[src/rtl/fetch_ctrl.sv]
// Fetch-stage controller: start-up hold, taken branches, multi-cycle load stalls,
// halt and PC run-off, plus a saturating retired-instruction counter.
module fetch_ctrl #(
  parameter int unsigned LOAD_LAT = 2,
  parameter logic [7:0]  MAX_PC   = 8'hFF
) (
  input  logic        CLK,
  input  logic        Init,
  input  logic        Start,
  input  logic [7:0]  PC,
  input  logic [8:0]  Instr,
  input  logic        Zero,
  output logic        Branch,
  output logic [2:0]  Target,
  output logic        Stall,
  output logic        done,
  output logic        Retire,
  output logic [15:0] InstrCount
);

  typedef enum logic [1:0] {IDLE, RUN, LOAD_WAIT, HALT} state_t;

  localparam logic [3:0] LOAD_INIT = 4'(LOAD_LAT - 1);

  state_t     state, state_next;
  logic [3:0] load_cnt, load_cnt_next;
  logic       load_done, load_done_next;
  logic       is_halt, is_branch, is_load, taken;

  always_comb begin
    is_halt   = (Instr == 9'h1FF);
    is_branch = (Instr[8:6] == 3'b111) && !is_halt;
    is_load   = (Instr[8:6] == 3'b110);
    case (Instr[5:3])
      3'b000:  taken = 1'b1;
      3'b001:  taken = Zero;
      3'b010:  taken = !Zero;
      default: taken = 1'b0;
    endcase
  end

  // load_done marks the cycle right after a load finished stalling, so the
  // still-visible load is passed through instead of being issued again.
  always_comb begin
    state_next     = state;
    load_cnt_next  = load_cnt;
    load_done_next = 1'b0;
    Branch         = 1'b0;
    Target         = 3'd0;
    Stall          = 1'b1;
    done           = 1'b0;
    Retire         = 1'b0;
    case (state)
      IDLE: begin
        if (Start) state_next = RUN;
      end
      RUN: begin
        if (is_halt || (PC == MAX_PC)) begin
          done       = 1'b1;
          Retire     = 1'b1;
          state_next = HALT;
        end else if (is_branch && taken) begin
          Branch = 1'b1;
          Target = Instr[2:0];
          Stall  = 1'b0;
          Retire = 1'b1;
        end else if (is_load && !load_done) begin
          Stall = 1'b1;
          if (LOAD_LAT == 1) begin
            load_done_next = 1'b1;
          end else begin
            load_cnt_next = LOAD_INIT;
            state_next    = LOAD_WAIT;
          end
        end else if (is_load) begin
          // Single-cycle loads have no LOAD_WAIT cycle to retire in, so they retire here.
          Stall  = 1'b0;
          Retire = (LOAD_LAT == 1);
        end else begin
          Stall  = 1'b0;
          Retire = 1'b1;
        end
      end
      LOAD_WAIT: begin
        if (load_cnt > 4'd1) begin
          load_cnt_next = load_cnt - 4'd1;
        end else begin
          Retire         = 1'b1;
          load_cnt_next  = 4'd0;
          load_done_next = 1'b1;
          state_next     = RUN;
        end
      end
      HALT: begin
        done = 1'b1;
      end
      default: begin
        state_next = IDLE;
      end
    endcase
  end

  always_ff @(posedge CLK or posedge Init) begin
    if (Init) begin
      state     <= IDLE;
      load_cnt  <= 4'd0;
      load_done <= 1'b0;
    end else begin
      state     <= state_next;
      load_cnt  <= load_cnt_next;
      load_done <= load_done_next;
    end
  end

  always_ff @(posedge CLK or posedge Init) begin
    if (Init) begin
      InstrCount <= 16'd0;
    end else if (Retire && (InstrCount != 16'hFFFF)) begin
      InstrCount <= InstrCount + 16'd1;
    end
  end

endmodule

[config.mk]
export PLATFORM = sky130hd
export DESIGN_NAME = fetch_ctrl
export DESIGN_NICKNAME = d
export VERILOG_FILES = /design/src/rtl/fetch_ctrl.sv
export SDC_FILE = /design/constraint.sdc
export NUM_CORES = 1
export LEC_CHECK = 0
export CORE_ASPECT_RATIO = 1.5
export CORE_MARGIN = 2
export CORE_UTILIZATION = 25
export CTS_BUF_LIST = sky130_fd_sc_hd__clkbuf_16
export DETAILED_ROUTE_END_ITERATION = 8
export DONT_BUFFER_PORTS = 1
export GPL_TIMING_DRIVEN = 0
export MAX_ROUTING_LAYER = met4
export SKIP_LAST_GASP = 1
export SYNTH_ARGS = -nofsm -noshare
export SYNTH_HDL_FRONTEND = slang
export SYNTH_SLANG_ARGS = --single-unit
[constraint.sdc]
create_clock -name CLK -period 1.9 [get_ports CLK]
set_clock_uncertainty 0.05 [all_clocks]
set_input_delay 0.38 -clock CLK [delete_from_list [all_inputs] [get_ports CLK]]
set_output_delay 0.38 -clock CLK [all_outputs]
set_load 0.005 [all_outputs]
==> run_results.csv <==
group,metric,value,unit
yosys,synth_cell_type_count,37,
sta,period_minus_slack,2.21,ns
floorplanning,rows,33,
critical_path,r2r-end,"InstrCount[1]",
critical_path,rrSetupSlack,-0.25,ns
sta,rsz0062_at_grt,"yes",
global_routing,grt-ovfl-total,0,
pwr,leakagePower,0.844,nW
sta,finalSetupViolations,20,
yosys,yosysMostFrequentCell,"dfrtp_1",
yosys,yosysTopAreaCellShare,40.1,%
clock_tree,cts_tree,"done",
clock_tree,cts-root-buf,"clkbuf_16",
sta,fin_ws,-0.305,ns
placed_design,dpl_cell_area,1590,µm²
critical_path,r2r_cells,9,
route,antenna_left,0,
floorplanning,dieArea,6380,µm²
pwr,total_power,2.69,mW
clock_tree,htreeDepth,1,
cells_and_area,syn2layout_area_growth,35.2,%
placed_design,place_ws,-0.294,ns
yosys,syn-cell-area,1440,µm²
cells_and_area,diodes,0,
cells_and_area,layout-drive-gt1-share,33.3,%
route,num_vias,1265,
critical_path,setup.worst_path.start,"state[1]",
sta,finalCritPeriodShare,116,%
global_routing,grt_max_degree,24,
global_routing,grt_pass1_vias,1281,
cells_and_area,fin_cells,244,
route,drtIter0Drc,40,
clock_tree,clkSinkCount,23,
critical_path,crit_path_end,"Retire",
placed_design,hpwl,2.53,mm
placed_design,place_congestion,0.719,
yosys,ys.flop_type,"dfrtp_1",
critical_path,reg2reg_from,"state[1]",
hold_path,hold_path_class,"primary input to async pin",
critical_path,arrival,1.78,ns
yosys,syn_inst,155,
pwr,power.density,1380,nW/µm²
critical_path,cp_max_fo,3,
sta,fmax,453,MHz
yosys,synth_area_per_cell,9.27,µm²
global_routing,antenna_found_initial,0,
floorplanning,core,5490,µm²
yosys,async_reset_ff_share,100,%
job,maxCapViolCount,0,
sta,final_hold_viol_count,0,
placed_design,io_buffers,0,
critical_path,critPathKind,"register to primary output",
floorplanning,die_w,65.9,µm
cells_and_area,final_cell_area,1940,µm²
global_routing,grtUsageTotal,11.4,%
floorplanning,start_util,26.2,%
yosys,syn_nets,184,
critical_path,startpoint_type,"register",
clock_tree,clk_pin_slew_worst_paths,0.06,ns
floorplanning,io_pins,44,
floorplanning,die_h,96.8,µm
outcome,run_status,"finished, violations left",
placed_design,placed_cells,225,
global_routing,grt_pass1_wl,5.69,mm
route,drc,0,
critical_path,worstPathRequired,1.47,ns
route,routed_wl,3.80,mm
pwr,ir_drop,0.564,mV
clock_tree,clk_path_buf_depth,2,
yosys,ys_ff_latch,23,
yosys,synthTopCellsByArea,"dfrtp_1 40%, xor2_1 7.9%, ha_1 7.0%, nor3_1 4.5%, nor2_1 3.7%",
yosys,yosysTopAreaCell,"dfrtp_1",
clock_tree,cts_buffers,3,
cells_and_area,n_fill_cell,545,
yosys,synth_common_cells,"23 x dfrtp_1, 14 x nor2_1, 13 x nor3_1, 13 x xor2_1, 11 x nand2_1",
clock_tree,clock_latency,0.26,ns
critical_path,critPathCaptureType,"primary output",
yosys,synth-warning-count,0,
route,viasPerCell,5.18,
clock_tree,cts_hold_buf,0,
sta,relSlewSlack,37.6,%
outcome,violations,"negative setup slack",
sta,tightest_slew,0.935,ns
cells_and_area,nets,204,
route,wl_per_cell,15.6,µm
yosys,ys_seq_area_share,40.1,%
yosys,synth-edff-count,0,
sta,slew_viol_final,0,
route,dr.pass1.iters,4,
## critical path, cell delays in order (launching register included)
cell	delay [ns]
dfrtp_2	0.44
buf_12	0.13
ha_4	0.14
nor2b_4	0.12
and4bb_1	0.23
a311oi_4	0.27
buf_6	0.15
inv_2	0.03
## placed cells by master (no fill, tap or decap), types with 3 or more instances in the layout
master     instances
and2_1             6
and3_1             3
buf_4             10
buf_6              4
clkbuf_16          3
dfrtp_1           20
dfrtp_2            3
ha_1               3
ha_4               4
inv_1              4
inv_2              6
nand2_1           11
nand3_1            6
nand4_1            8
nor2_1            11
nor3_1             5
nor3_2             7
o21ai_0            6
xor2_1            13
## kinds of logic (layout without fill, tap and decap cells)
group                    after synthesis  after routing  share of synthesized area (%)
adder cells (fa/ha/maj)                8              8                           6.97
buffers and inverters                 14             33                           4.09
XOR/XNOR                              13             13                           7.93
flip-flops                            23             23                           40.1
AO/OA/AOI/OAI                         20             20                           10.9
AND/OR/NAND/NOR                       73             73                           27.1
multiplexers                           4              4                           2.96
## per-stage QoR
stage	hold WS, ns	TNS, ns	util [%]
3_3_place_gp	0.469	-3.31	29.0
4_1_cts	0.210	-2.40	32.5
3_5_place_dp	0.478	-3.58	29.0
5_1_grt	0.258	-5.63	35.4
2_1_floorplan	0.332	-0.145	-
6_report	0.172	-3.63	35.4
## cell type report
type / count / area [µm²] / share of cell area (%)
Inverter: 10 / 37.5 / 1.93
Clock buffer: 3 / 75.1 / 3.87
Timing Repair Buffer: 15 / 153 / 7.86
Tap cell: 70 / 87.6 / 4.51
Multi-Input combinational cell: 118 / 973 / 50.1
Clock inverter: 1 / 5.00 / 0.258
Sequential cell: 23 / 579 / 29.8
Buffer: 4 / 31.3 / 1.61
## state kept, by name, summed over array words and instances (netlist names)
| name | count |
|---|---|
| InstrCount | 16 |
| load_cnt | 4 |
| load_done | 1 |
| state | 2 |
## how the worst min path moves through the flow
stage,startpoint,slack (ns),cells after the start,end
2_1_floorplan,Init,0.33,1,InstrCount[0]
3_3_place_gp,InstrCount[11],0.47,1,InstrCount[11]
3_5_place_dp,InstrCount[11],0.48,1,InstrCount[11]
4_1_cts,Init,0.21,1,load_done
5_1_grt,Init,0.26,1,load_cnt[1]
6_report,Init,0.17,1,load_cnt[3]
## power breakdown
part / switching, mW / total [mW] / leakage (nW) / internal (mW)
Sequential: 0.182 / 0.788 / 0.293 / 0.606
Combinational: 0.666 / 1.44 / 0.510 / 0.771
Clock: 0.177 / 0.461 / 0.0409 / 0.283
## routing by layer
layer | global-route usage (%) | vias up | part of all wire [%]
li1 | - | 588 | -
met1 | 11.9 | 622 | 37
met2 | 19.9 | 48 | 54
met3 | 2.91 | 7 | 7.7
met4 | 4.49 | 0 | 1.8
met5 | - | - | 0
## what timing repair did
item | in CTS | in global routing
resized for setup | 9 | 23
pin swaps | 5 | 4
buffers inserted | 8 | 6
cloned | 0 | 1
setup endpoints to repair | 22 | 22
No activity file was read; power rests on OpenSTA's default activity.
==> RTL edit 1, RTL diff (same flow settings) <==
The parameter `MAX_PC` goes from 8'hFF to 8'hBF.
--- a/src/rtl/fetch_ctrl.sv
+++ b/src/rtl/fetch_ctrl.sv
@@ -4,3 +4,3 @@
   parameter int unsigned LOAD_LAT = 2,
-  parameter logic [7:0]  MAX_PC   = 8'hFF
+  parameter logic [7:0]  MAX_PC   = 8'hBF
 ) (
Formal check against the unedited RTL: not equivalent (Yosys sat finds a counterexample within 4 cycles, from zero or initial values).
==> RTL edit 1 against the original RTL <==
  * Utilization increased by 1.2 points
  * Total power grew 2.2%
  * Setup slack improved by 180 ps
  * Sequential power down 4.6%
  * Global-route usage rose by 0.40 points
  * Maximum frequency grew 8.9%
  * Sequential cell count did not move
  * Design area is 9.0% higher
  * Non-clock buffer count is 3 higher
  * Wire length fell by 2.1%
  * Largest power group unchanged
  * Synthesized area up 4.4%
  * Critical path depth down 2
  * The flow still finishes with violations (negative setup slack)
==> RTL edit 1: results (changes against the original RTL) <==
outcome finished, violations left (unchanged); failing checks negative setup slack (unchanged); Clk Latency, worst-skew pair 250 ps; drt total wl 3720 µm (was 3800 µm); Nets 205 (was 204); CP max-delay cell dfrtp_1 (was dfrtp_2); top post-synthesis cells by area dfrtp_1 38%, xor2_1 7.0%, ha_1 6.7% (was dfrtp_1 40%, xor2_1 7.9%, ha_1 7.0%); post-synthesis sequential area ratio 0.384 (was 0.401); worst r2r src state[0] (was state[1]); layout cell share with drive strength beyond 1 0.383 (was 0.333); placed cell area 0.00162 mm² (was 0.00159 mm²); top cells by count, synth 23 x dfrtp_1, 12 x xor2_1, 10 x inv_1 (was 23 x dfrtp_1, 14 x nor2_1, 13 x nor3_1, 13 x xor2_1, 11 x nand2_1); DR vias/cell 5.16 (was 5.18); arrival time at the worst endpoint 1600 ps (was 1780 ps); Synthesized Nets 180 (was 184); synth unique cells 46 (was 37); peak supply drop 1.04 mV (was 0.564 mV); setup ws final -125 ps (was -305 ps); hold slack 155 ps (was 172 ps); Worst path max stage delay 410 ps (was 440 ps); Reg2Reg Depth 8 (was 9); vias in the first global route 1240 (was 1281); DRT iter0 DRCs 36 (was 40); Rel. slew slack 0.409 (was 0.376); Top Family by Delay on Critical Path compound AO/OA/AOI/OAI gates (was flip-flops); RR Endpoint InstrCount[14] (was InstrCount[1]); post-DP HPWL 2490 µm (was 2530 µm); leakage 0.000881 µW (was 0.000844 µW); Setup TNS -1050 ps (was -3630 ps); r2r setup slk -80 ps (was -250 ps); filler cell count 604 (was 545); final setup fails 17 (was 20); gr usage total 0.118 (was 0.114); first-pass GRT wire length 5970 µm (was 5690 µm); Placer Congestion 0.730 (was 0.719)
[RTL edit 1: cell types whose count changed after synthesis, sizes merged, moves of 3 or more]
cell	delta
nor3	-8
nor4	+6
nor2	-5
and3	-3
[RTL edit 1: kinds of logic (layout without fill, tap and decap cells)]
logic type      Yosys count  in the layout  share of synthesized area
compound gates           22             22                     0.0993
xor+xnor                 13             13                     0.0760
buf+inv                  13             37                     0.0401
simple gates             67             67                      0.295
flops                    23             23                      0.384
mux                       5              5                     0.0384
fa+ha+maj                 8              8                     0.0668
[RTL edit 1: worst max path at each step]
| stage | start | end | slack [ps] | cells after the start |
|---|---|---|---|---|
| after CTS | state[0] | Retire | -130 | 6 |
| after global placement | state[1] | Target[2] | -290 | 5 |
| after floorplan | state[0] | InstrCount[15] | -30 | 8 |
| after global routing | state[1] | Retire | -180 | 6 |
| after detailed placement | state[1] | Target[2] | -300 | 5 |
| final | load_cnt[0] | Retire | -130 | 5 |
[RTL edit 1: power breakdown]
part | switching (µW) | leakage (µW) | internal, µW
Sequential | 157 | 0.000295 | 594
Clock | 162 | 0.0000423 | 280
Combinational | 769 | 0.000544 | 779
[RTL edit 1: area by class of cell]
cell class | count | area share
Timing Repair Buffer | 20 | 0.0839
Inverter | 11 | 0.0219
Clock buffer | 3 | 0.0355
Buffer | 2 | 0.0148
Clock inverter | 1 | 0.00177
Tap cell | 72 | 0.0426
Multi-Input combinational cell | 115 | 0.527
Sequential cell | 23 | 0.272
[RTL edit 1: worst register-to-register path, delay by kind of cell, from the launching register on]
kind / cells / cell delay (ps)
adders and majority gates: 1 / 260
buffers and inverters: 2 / 220
DFF: 1 / 430
muxes: 1 / 310
and+or+nand+nor: 4 / 590
[RTL edit 1: metal layers]
layer	vias to the layer above	wire length, µm	track usage
met3	4	199	0.0183
met1	627	1350	0.134
met2	41	2140	0.214
met4	0	30	0.0235
li1	603	-	-
met5	-	0	-
[RTL edit 1: through the flow]
step	utilization	instances	setup WS (ps)	power, µW
finish	0.366	247	-125	2740
global route	0.366	247	-185	2920
detailed placement	0.280	223	-295	1560
CTS	0.348	241	-135	2590
global placement	0.280	223	-291	1540
floorplan	-	151	-33.2	1380
[RTL edit 1: repair_timing]
item / 4_1_cts / 5_1_grt
pin swaps: 14 / 11
gates resized for setup: 36 / 11
setup buffers: 13 / 6
hold buffers: 0 / 0
cloned: 1 / 0
endpoints found under the setup margin: 20 / 19
